$ cat src/rtl/systolic_mac_pe.sv
// Systolic-array processing element: forwards A/B operands east/south, accumulates one
// dot product per job (first/last delimited) and unloads results through a drain chain.
module systolic_mac_pe #(
   parameter int unsigned DATA_W   = 16,
   parameter int unsigned ACC_W    = 40,
   parameter bit          SIGNED   = 1'b1,
   parameter bit          SATURATE = 1'b1
) (
   input  logic              clk,
   input  logic              reset,
   input  logic              in_valid,
   input  logic [DATA_W-1:0] a_in,
   input  logic [DATA_W-1:0] b_in,
   input  logic              first_in,
   input  logic              last_in,
   output logic [DATA_W-1:0] a_out,
   output logic [DATA_W-1:0] b_out,
   output logic              out_valid,
   output logic              first_out,
   output logic              last_out,
   input  logic              drain_load,
   input  logic              drain_shift,
   input  logic [ACC_W-1:0]  res_in,
   input  logic              res_in_valid,
   input  logic              res_in_ovf,
   output logic [ACC_W-1:0]  res_out,
   output logic              res_out_valid,
   output logic              res_out_ovf,
   output logic              done,
   output logic              err
);

   localparam int unsigned PROD_W = 2 * DATA_W;

   localparam logic [1:0] S_IDLE  = 2'd0;
   localparam logic [1:0] S_ACCUM = 2'd1;
   localparam logic [1:0] S_DONE  = 2'd2;

   logic [1:0]        state_q, state_d;
   logic [ACC_W-1:0]  acc_q, acc_d;
   logic              ovf_q, ovf_d;
   logic              err_q, err_d;
   logic              done_q, done_d;
   logic [DATA_W-1:0] a_out_q, a_out_d;
   logic [DATA_W-1:0] b_out_q, b_out_d;
   logic              out_valid_q, out_valid_d;
   logic              first_out_q, first_out_d;
   logic              last_out_q, last_out_d;
   logic [ACC_W-1:0]  res_q, res_d;
   logic              res_valid_q, res_valid_d;
   logic              res_ovf_q, res_ovf_d;

   logic [PROD_W-1:0] a_x, b_x, prod;
   logic [ACC_W-1:0]  prod_ext;
   logic [ACC_W:0]    sum_x;
   logic [ACC_W-1:0]  sum;
   logic [ACC_W-1:0]  acc_add;
   logic              add_ovf;
   logic              load_ok;

   // Full-precision product, extended to accumulator width according to signedness
   always_comb begin
      if (SIGNED) begin
         a_x = PROD_W'($signed(a_in));
         b_x = PROD_W'($signed(b_in));
      end else begin
         a_x = PROD_W'(a_in);
         b_x = PROD_W'(b_in);
      end
      prod = a_x * b_x;
      if (SIGNED) prod_ext = ACC_W'($signed(prod));
      else        prod_ext = ACC_W'(prod);
   end

   // Accumulator adder with overflow detection and optional clamping
   always_comb begin
      sum_x = {1'b0, acc_q} + {1'b0, prod_ext};
      sum   = sum_x[ACC_W-1:0];
      if (SIGNED) add_ovf = (acc_q[ACC_W-1] == prod_ext[ACC_W-1]) &&
                            (sum[ACC_W-1] != acc_q[ACC_W-1]);
      else        add_ovf = sum_x[ACC_W];
      acc_add = sum;
      if (add_ovf && SATURATE) begin
         if (!SIGNED)             acc_add = '1;
         else if (acc_q[ACC_W-1]) acc_add = {1'b1, {(ACC_W-1){1'b0}}};
         else                     acc_add = {1'b0, {(ACC_W-1){1'b1}}};
      end
   end

   // Operand/marker forwarding to neighbours; operands hold when no beat is present
   always_comb begin
      out_valid_d = in_valid;
      first_out_d = first_in;
      last_out_d  = last_in;
      a_out_d     = in_valid ? a_in : a_out_q;
      b_out_d     = in_valid ? b_in : b_out_q;
   end

   // Job FSM, accumulator update and drain chain; a load in DONE frees the PE this cycle
   always_comb begin
      state_d     = state_q;
      acc_d       = acc_q;
      ovf_d       = ovf_q;
      err_d       = err_q;
      res_d       = res_q;
      res_valid_d = res_valid_q;
      res_ovf_d   = res_ovf_q;
      load_ok     = drain_load && (state_q == S_DONE);

      if (drain_load && !load_ok) err_d = 1'b1;

      if (load_ok) begin
         res_d       = acc_q;
         res_valid_d = 1'b1;
         res_ovf_d   = ovf_q;
         state_d     = S_IDLE;
      end else if (drain_shift) begin
         res_d       = res_in;
         res_valid_d = res_in_valid;
         res_ovf_d   = res_in_ovf;
      end

      case (load_ok ? S_IDLE : state_q)
         S_IDLE: begin
            if (in_valid) begin
               if (first_in) begin
                  acc_d   = prod_ext;
                  ovf_d   = 1'b0;
                  state_d = last_in ? S_DONE : S_ACCUM;
               end else begin
                  err_d = 1'b1;
               end
            end
         end
         S_ACCUM: begin
            if (in_valid) begin
               if (first_in) begin
                  err_d = 1'b1;
                  acc_d = prod_ext;
                  ovf_d = 1'b0;
               end else begin
                  acc_d = acc_add;
                  if (add_ovf) ovf_d = 1'b1;
               end
               if (last_in) state_d = S_DONE;
            end
         end
         S_DONE: begin
            if (in_valid) err_d = 1'b1;
         end
         default: state_d = S_IDLE;
      endcase

      done_d = (state_d == S_DONE);
   end

   // State and output registers, synchronous reset
   always_ff @(posedge clk) begin
      if (reset) begin
         state_q     <= S_IDLE;
         acc_q       <= '0;
         ovf_q       <= 1'b0;
         err_q       <= 1'b0;
         done_q      <= 1'b0;
         a_out_q     <= '0;
         b_out_q     <= '0;
         out_valid_q <= 1'b0;
         first_out_q <= 1'b0;
         last_out_q  <= 1'b0;
         res_q       <= '0;
         res_valid_q <= 1'b0;
         res_ovf_q   <= 1'b0;
      end else begin
         state_q     <= state_d;
         acc_q       <= acc_d;
         ovf_q       <= ovf_d;
         err_q       <= err_d;
         done_q      <= done_d;
         a_out_q     <= a_out_d;
         b_out_q     <= b_out_d;
         out_valid_q <= out_valid_d;
         first_out_q <= first_out_d;
         last_out_q  <= last_out_d;
         res_q       <= res_d;
         res_valid_q <= res_valid_d;
         res_ovf_q   <= res_ovf_d;
      end
   end

   assign a_out         = a_out_q;
   assign b_out         = b_out_q;
   assign out_valid     = out_valid_q;
   assign first_out     = first_out_q;
   assign last_out      = last_out_q;
   assign res_out       = res_q;
   assign res_out_valid = res_valid_q;
   assign res_out_ovf   = res_ovf_q;
   assign done          = done_q;
   assign err           = err_q;

endmodule
$ cat config.mk
export PLATFORM = sky130hd
export DESIGN_NAME = systolic_mac_pe
export DESIGN_NICKNAME = d
export VERILOG_FILES = /design/src/rtl/systolic_mac_pe.sv
export SDC_FILE = /design/constraint.sdc
export NUM_CORES = 1
export LEC_CHECK = 0
export ABC_AREA = 1
export CAP_MARGIN = 25
export CORE_ASPECT_RATIO = 0.9
export CORE_MARGIN = 10
export CORE_UTILIZATION = 55
export CTS_BUF_LIST = sky130_fd_sc_hd__clkbuf_4 sky130_fd_sc_hd__clkbuf_8 sky130_fd_sc_hd__clkbuf_16
export DETAILED_ROUTE_END_ITERATION = 6
export PLACE_DENSITY_LB_ADDON = 0.2
export REMOVE_ABC_BUFFERS = 1
export SLEW_MARGIN = 20
export SYNTH_ARGS = -nofsm -noshare
export SYNTH_HDL_FRONTEND = slang
export SYNTH_SLANG_ARGS = --single-unit
$ cat constraint.sdc
create_clock -name clk -period 12.03 [get_ports clk]
set_input_delay 1.203 -clock clk [delete_from_list [all_inputs] [get_ports clk]]
set_output_delay 1.203 -clock clk [all_outputs]
set_load 0.05 [all_outputs]
### Word level (Yosys, flattened, before mapping)

Cells that the tools add are included.

| storage, ports and cells | value |
|---|---|
| output and inout bits | 79 |
| word-level logic and storage cells | 67 |
| RAM bits | 0 |
| memories kept | 0 |
| bits in latches | 0 |
| flip-flop bits (word level) | 122 |
| bits of input ports | 81 |
| memory bits (read-only) | 0 |

| cells by class | value |
|---|---|
| shifts and indexed selects | 0 |
| bitwise operators | 0 |
| add/subtract/negate cells | 1 |
| equal/unequal tests | 10 |
| muxes and demuxes | 33 |
| multipliers | 1 |
| reductions and logical operators | 9 |
| order comparisons | 0 |
| div/mod/pow operators | 0 |

Operators with widths:

| cell | count |
|---|---|
| 2-to-1 mux 40 bit | 8 |
| case mux 40 bit (2 select lines) | 1 |
| adder 40 bit | 1 |
| multiplier 16 x 16 -> 32 bit | 1 |
| 2-to-1 mux 1 bit | 15 |
| 2-to-1 mux 2 bit | 6 |
| equality test 2 bit (second input constant) | 3 |
| inequality test 2 bit (second input constant) | 3 |
| case mux 2 bit (3 select lines) | 1 |
| AND reduction 5 bit | 1 |
| AND reduction 4 bit | 1 |
| nonzero test 2 bit | 2 |
| logical AND 1 bit | 3 |
| inequality test 3 bit (second input constant) | 1 |
| case mux 1 bit (3 select lines) | 1 |
| equality test 2 x 1 -> 1 bit (second input constant) | 1 |
| zero test 2 bit | 1 |
| case mux 1 bit (2 select lines) | 1 |
| equality test 1 bit | 1 |
| zero test 1 bit | 1 |
| inequality test 1 bit | 1 |

### Depth between registers and ports, before layout

Gate-level depths: netlist (run 1).

| depth | value |
|---|---|
| depth in word-level cells | 8 |
| mapped depth | 43 |
| gate-level depth less buffers | 40 |

### Worst setup path before layout (run 1)

No wires, ideal clock.

| timing path | value |
|---|---|
| kind | input -> register |
| start point | in a_in[15] |
| end point | reg acc_q[16] |
| path slack | 3.682 ns |
| cell stages on the path | 38 |
| arrival | 8.205 ns |
| setup time | 0.143 ns |
| data required time | 11.887 ns |
| buffers on the path | 4 |
| cell sequence | clkbuf_1 -> clkbuf_1 -> nand2_1 -> inv_1 -> fa_1 -> fa_1 -> fa_1 -> fa_1 -> fa_1 -> inv_1 -> fa_1 -> inv_1 -> ha_1 -> nand2_2 -> nor2_2 -> and2_2 -> and2_1 -> nand2_1 -> (+2 left out) -> nand2_2 -> nand2_2 -> inv_1 -> ha_1 -> nand2_1 -> nor2_1 -> nand2_1 -> nor2_2 -> nand2_1 -> nor2_1 -> nand3b_2 -> nand3_2 -> buf_6 -> buf_4 -> nand3_1 -> nand2_1 -> nand2_1 -> a21oi_2 |

| between the ends | value |
|---|---|
| cells in the longest elaborated chain, start to end | 8 |
| elaborated cells between the ends (all ways) | 11 |
| classes of those cells | 1 x add/sub; 1 x mul; 2 x eq/ne; 6 x mux; 1 x reduce/logical |

Ends and longest elaborated chain:

| item | line | text |
|---|---|---|
| start, declared | 12 | `input logic [DATA_W-1:0] a_in,` |
| multiplier 16 x 16 -> 32 bit (*) | 70 | `prod = a_x * b_x;` |
| adder 40 bit | 77 | `sum_x = {1'b0, acc_q} + {1'b0, prod_ext};` |
| inequality test 1 bit | 80 | `(sum[ACC_W-1] != acc_q[ACC_W-1]);` |
| logical AND 1 bit | 79 | `if (SIGNED) add_ovf = (acc_q[ACC_W-1] == prod_ext[ACC_W-1]) &&` |
| 2-to-1 mux 40 bit | 83 | `if (add_ovf && SATURATE) begin` |
| 2-to-1 mux 40 bit | 137 | `if (first_in) begin` |
| 2-to-1 mux 40 bit | 136 | `if (in_valid) begin` |
| case mux 40 bit (2 select lines) (*) | 123 | `case (load_ok ? S_IDLE : state_q)` |
| end signal, assigned | 161 | `acc_q <= '0;` |
| end signal, assigned | 175 | `acc_q <= acc_d;` |
| end, declared | 40 | `logic [ACC_W-1:0] acc_q, acc_d;` |

Every way passes the cells marked *; elsewhere a longest branch is shown, timed or not. The select of a mux whose other input is x is not followed.
A chain may end at the register's enable or synchronous reset.

### Final worst setup path (run 1)

| timing path | value |
|---|---|
| start point | in a_in[15] |
| end point | reg acc_q[34] |

The elaborated chain is that of the path after synthesis.

==> results of run 1 <==
## how the worst max path moves through the flow
stage,from,cells after the start,slack (ns),end
after CTS,a_in[15],35,1.93,acc_q[31]
after global routing,a_in[15],35,1.21,acc_q[5]
final,a_in[15],35,1.78,acc_q[34]
after global placement,a_in[15],36,1.63,acc_q[35]
after floorplan,a_in[15],34,3.39,acc_q[25]
after detailed placement,a_in[15],35,1.51,acc_q[31]
## cells by family (layout without fill, tap and decap cells)
family | Yosys count | in the layout | synth area share (%)
compound gates | 292 | 292 | 8.82
buf+inv | 704 | 779 | 14.2
fa+ha+maj | 385 | 385 | 35.9
xor+xnor | 41 | 41 | 1.90
simple gates | 1217 | 1217 | 26.2
flops | 122 | 122 | 12.9
## metal layers
layer / track usage, % / up-vias / share of wire (%)
met3: 4.80 / 70 / 8.6
met5: 0 / - / 0
met2: 41.1 / 712 / 43
met1: 40.6 / 8595 / 47
li1: - / 8487 / -
met4: 7.06 / 0 / 1.9
## registers in the layout, summed over array words and instances, names as in the netlist, 2 cells and up
signal,flops
a_out,16
acc_q,40
b_out,16
res_out,40
state_q,2
## worst max-delay path: cells and delay by family
kind / cells / cell delay (ns)
compound gates: 3 / 0.54
buf+inv: 7 / 2.11
fa+ha+maj: 8 / 4.34
simple gates: 17 / 2.30
## area by class of cell
class                           instances  area [um2]
Fill cell                            3249       12700
Clock buffer                           18         439
Inverter                              577        2170
Timing Repair Buffer                  171        1690
Sequential cell                       122        2440
Tap cell                              462         578
Multi-Input combinational cell       1935       13800
Clock inverter                         13         143
## metrics by stage
step                      area [um2]  instances  utilization (%)  hold slack (ns)
after floorplan                18400       2634                -            0.430
final                          21300       3298             62.6            0.472
after CTS                      21200       3297             62.5            0.471
after detailed placement       20600       3266             60.8            0.462
after global placement         20600       3266             60.8            0.445
after global routing           21300       3298             62.6            0.490
## placed cells by master (no fill, tap or decap), types with 3 or more instances in the layout
cell	Yosys	routed
a21oi_1	105	105
nand2_2	5	5
nand3b_1	3	3
nand3_1	188	187
a21o_1	5	5
fa_1	263	263
dfxtp_1	122	122
clkinv_4	0	3
nor2_1	206	205
clkdlybuf4s50_1	0	157
nand4_1	23	23
xor2_1	34	34
o21a_1	7	7
inv_1	566	566
or2_2	5	5
clkinv_2	0	3
xnor2_1	7	7
clkbuf_16	0	17
nor3_1	8	8
o21bai_1	13	13
nand2_1	763	763
a31oi_1	45	45
inv_2	9	9
inv_6	0	3
buf_4	1	12
a21oi_2	20	20
ha_1	122	122
nor2_2	10	11
nand3_2	3	4
o21ai_0	92	92
==> flow_summary.ini, run 1 <==
[setup_path]
slowest_delay_ns = 0.88
timing.rr.start = state_q[0]
cp.required_ns = 12.34
slowest_stage = clkdlybuf4s50_1
worst_ep_arrival_time_ns = 10.56
reg2reg_slack_ns = 8.18
crit_fanout = 38
ff2ff_path_depth = 14
rr_endpoint = acc_q[38]
crit_path_end_kind = flip-flop
cp-start-kind = primary input
crit_type = primary input to flip-flop

[job]
max_cap_viol_count = 0

[drt]
drt-vias-per-instance = 5.42
drc_errors = 0
antenna_left = 0
firstDrtPassIters = 5
routed_wl_mm = 56.5
wl_per_cell_um = 17.1
num_vias = 17900
drt-initial-drc-count = 1775

[synthesis]
ys.warnings.count = 0
async_flop_share_pct = 0
syn-instance-count = 2761
yosysTopAreaCell = fa_1
synth.ff_latch_count = 122
postSynthAreaPerCell_um2 = 6.85
post-synth-top-count-cell = nand2_1
yosysUniqueCellTypes = 37
synth.yosys.seq_area_share_pct = 12.9
syn_area_um2 = 18900
yosys-top-cells-count = nand2_1 (763), inv_1 (566), fa_1 (263), nor2_1 (206), nand3_1 (188)
synth_top_area_share_pct = 27.8
synth_edf_count = 0
ys.flop_type = dfxtp_1
synthTopCellsByArea = fa_1 (28%), nand2_1 (15%), dfxtp_1 (13%)

[status]
outcome = finished clean

[floorplanning]
core_area_um2 = 34000
num_rows = 64
boundaryPins = 160
die-area_um2 = 42200
die_h_um = 196
initial_core_util_pct = 55.7
fp.dieW_um = 216

[timing]
rsz0062_at_grt = false
finalSetupTns_ns = 0
period_share_pct = 85.2
setup_slack_ns = 1.78
slew_headroom_pct = 33.5
max_clock_freq_mhz = 97.6
min_period_ns = 10.25
hold_violations = 0
finalSetupViolCount = 0
fin_skew_ns = 0.00989
tightest_slew_ns = 0.996
final_max_slew_viol_count = 0

[global_route]
grt_max_degree = 85
grt.overflow.total = 0
grt_use_total_pct = 27.6
grt_pass1_vias = 17800
antenna_found_initial = 0
grt_pass1_wl_mm = 94.4

[cts]
clkSinkCount = 122
holdBufCountCts = 0
htree_levels = 4
clkTransAtPathRegs_ns = 0.06
cts_tree = done
ctsResizeCount = 0
clock_path_buffers = 2
clk_latency_ns = 0.46
post-cts-setup-buffer-count = 0
cts-root-buf = clkbuf_16
cts-buffers-inserted = 17

[worst_hold_path]
hold_start = ovf_q
whs_path_depth = 2
hold_end = ovf_q
hp-class = flip-flop to flip-flop

[placement]
gp_congestion = 0.997
post-place-ws_ns = 1.51
numPortBuffers = 159
place_hpwl_mm = 46.0

[cells_and_area]
n_antenna_cell = 0
areaGrowthSynthToFinish_pct = 12.3
drive_above_1_share_pct = 3.56
final_nets = 3290
Power of run 1 is not shown: default switching activity piles up to over one toggle a cycle in this logic, so the estimate is an artifact.
==> inputs of run 2 (changes only) <==
Settings changed: CELL_PAD_IN_SITES_DETAIL_PLACEMENT set to 0, CELL_PAD_IN_SITES_GLOBAL_PLACEMENT set to 1, CORE_UTILIZATION 55 to 47.
==> flow_summary.ini, run 2 (same netlist as run 1, synthesis figures left out) <==
[status]
outcome = finished clean

[setup_path]
critPathTopFamily = adder cells
slowest_delay_ns = 1.01
critPathBufInv = 9
cp-start-kind = primary input
crit_path_frequent_cell = fa_1
crit_type = primary input to flip-flop
worst_ep_arrival_time_ns = 10.63
crit_fanout = 38
slowest_stage = clkdlybuf4s50_1
cp.required_ns = 12.35
crit_path_end_kind = flip-flop

[drt]
wl_per_cell_um = 17.9
antenna_left = 0
drc_errors = 0
firstDrtPassIters = 6
drt-initial-drc-count = 1343
drt-vias-per-instance = 5.24
routed_wl_mm = 60.4
num_vias = 17700

[cts]
clkTransAtPathRegs_ns = 0.06
ctsResizeCount = 0
holdBufCountCts = 0
clkSinkCount = 122
post-cts-setup-buffer-count = 0
clk_latency_ns = 0.47
cts-buffers-inserted = 17
htree_levels = 4
cts-root-buf = clkbuf_16
cts_tree = done
clock_path_buffers = 2

[placement]
gp_congestion = 1.02
place_hpwl_mm = 49.1
numPortBuffers = 159
post-place-ws_ns = 1.35

[cells_and_area]
areaGrowthSynthToFinish_pct = 13.0
regArea_um2 = 2440
layout_commonest_cell = nand2_1
final_cell_mix = nand2_1 (763), inv_1 (566), fa_1 (263)
drive_above_1_share_pct = 3.70
multi_input_area_um2 = 13800
n_antenna_cell = 0
final_nets = 3293
filler_cell_count = 3983

[floorplanning]
core_area_um2 = 39600
initial_core_util_pct = 47.8
num_rows = 69
die_h_um = 210
die-area_um2 = 48700
fp.dieW_um = 232
boundaryPins = 160

[timing]
whs_ns = 0.455
tightest_slew_ns = 0.999
final_max_slew_viol_count = 0
setup_slack_ns = 1.72
fin_skew_ns = 0.0130
min_period_ns = 10.31
hold_violations = 0
period_share_pct = 85.7
rsz0062_at_grt = false
finalSetupTns_ns = 0
max_clock_freq_mhz = 97.0
slew_headroom_pct = 33.2
finalSetupViolCount = 0

[global_route]
grt_pass1_wl_mm = 97.9
grt_pass1_vias = 17800
antenna_found_initial = 1
grt_use_total_pct = 25.4
grt.overflow.total = 0
grt_max_degree = 85

[job]
max_cap_viol_count = 0

[worst_hold_path]
hp-class = flip-flop to flip-flop
run 2: cell count changes in the layout (fill, tap and decap cells not counted), sizes merged:
cell    change
bufinv      -1
buf         +4
clkbuf      -1
clkinv      -3
inv         +5
run 2: final timing paths:
path | from | depth (start not counted) | slack [ns] | endpoint
min reg2reg | ovf_q | 2 | 0.45 | ovf_q
max | b_in[1] | 37 | 1.72 | acc_q[9]
min | ovf_q | 2 | 0.45 | ovf_q
max reg2reg | state_q[0] | 14 | 8.15 | acc_q[31]
run 2: tightest hold or removal path: stages (launching register included):
cell and delay, ns:
dfxtp_1 0.31, inv_1 0.05, a21oi_1 0.05
run 2: area by class of cell:
type / count / area share [%]
well taps: 532 / 3.11
repair buffers: 174 / 8.03
multi-input cells: 1935 / 64.5
clock inverters: 14 / 0.708
flip-flops and latches: 122 / 11.4
inverters: 577 / 10.1
clock buffers: 18 / 2.05
run 2: stage by stage:
| stage | cell area (um2) | std cells | utilization, % |
|---|---|---|---|
| finish | 21400 | 3372 | 54.0 |
| floorplan | 18400 | 2634 | - |
| global route | 21400 | 3372 | 54.0 |
| global placement | 20800 | 3339 | 52.4 |
| CTS | 21400 | 3371 | 53.9 |
| detailed placement | 20800 | 3339 | 52.4 |
run 2: routing by layer:
metal  global-route usage [%]  share of wire [%]
met5                        0                  0
met4                     5.92                1.6
met3                     6.23                7.7
met2                     38.7                 43
met1                     35.5                 48
Power of run 2 is left out for the same reason.
==> inputs of run 3 (changes only) <==
Settings changed: HOLD_SLACK_MARGIN set to 0.08.
==> results of run 3 <==
The final DEF is identical to that of run 2; final timing and power are the same.
Power of run 3 is left out for the same reason.
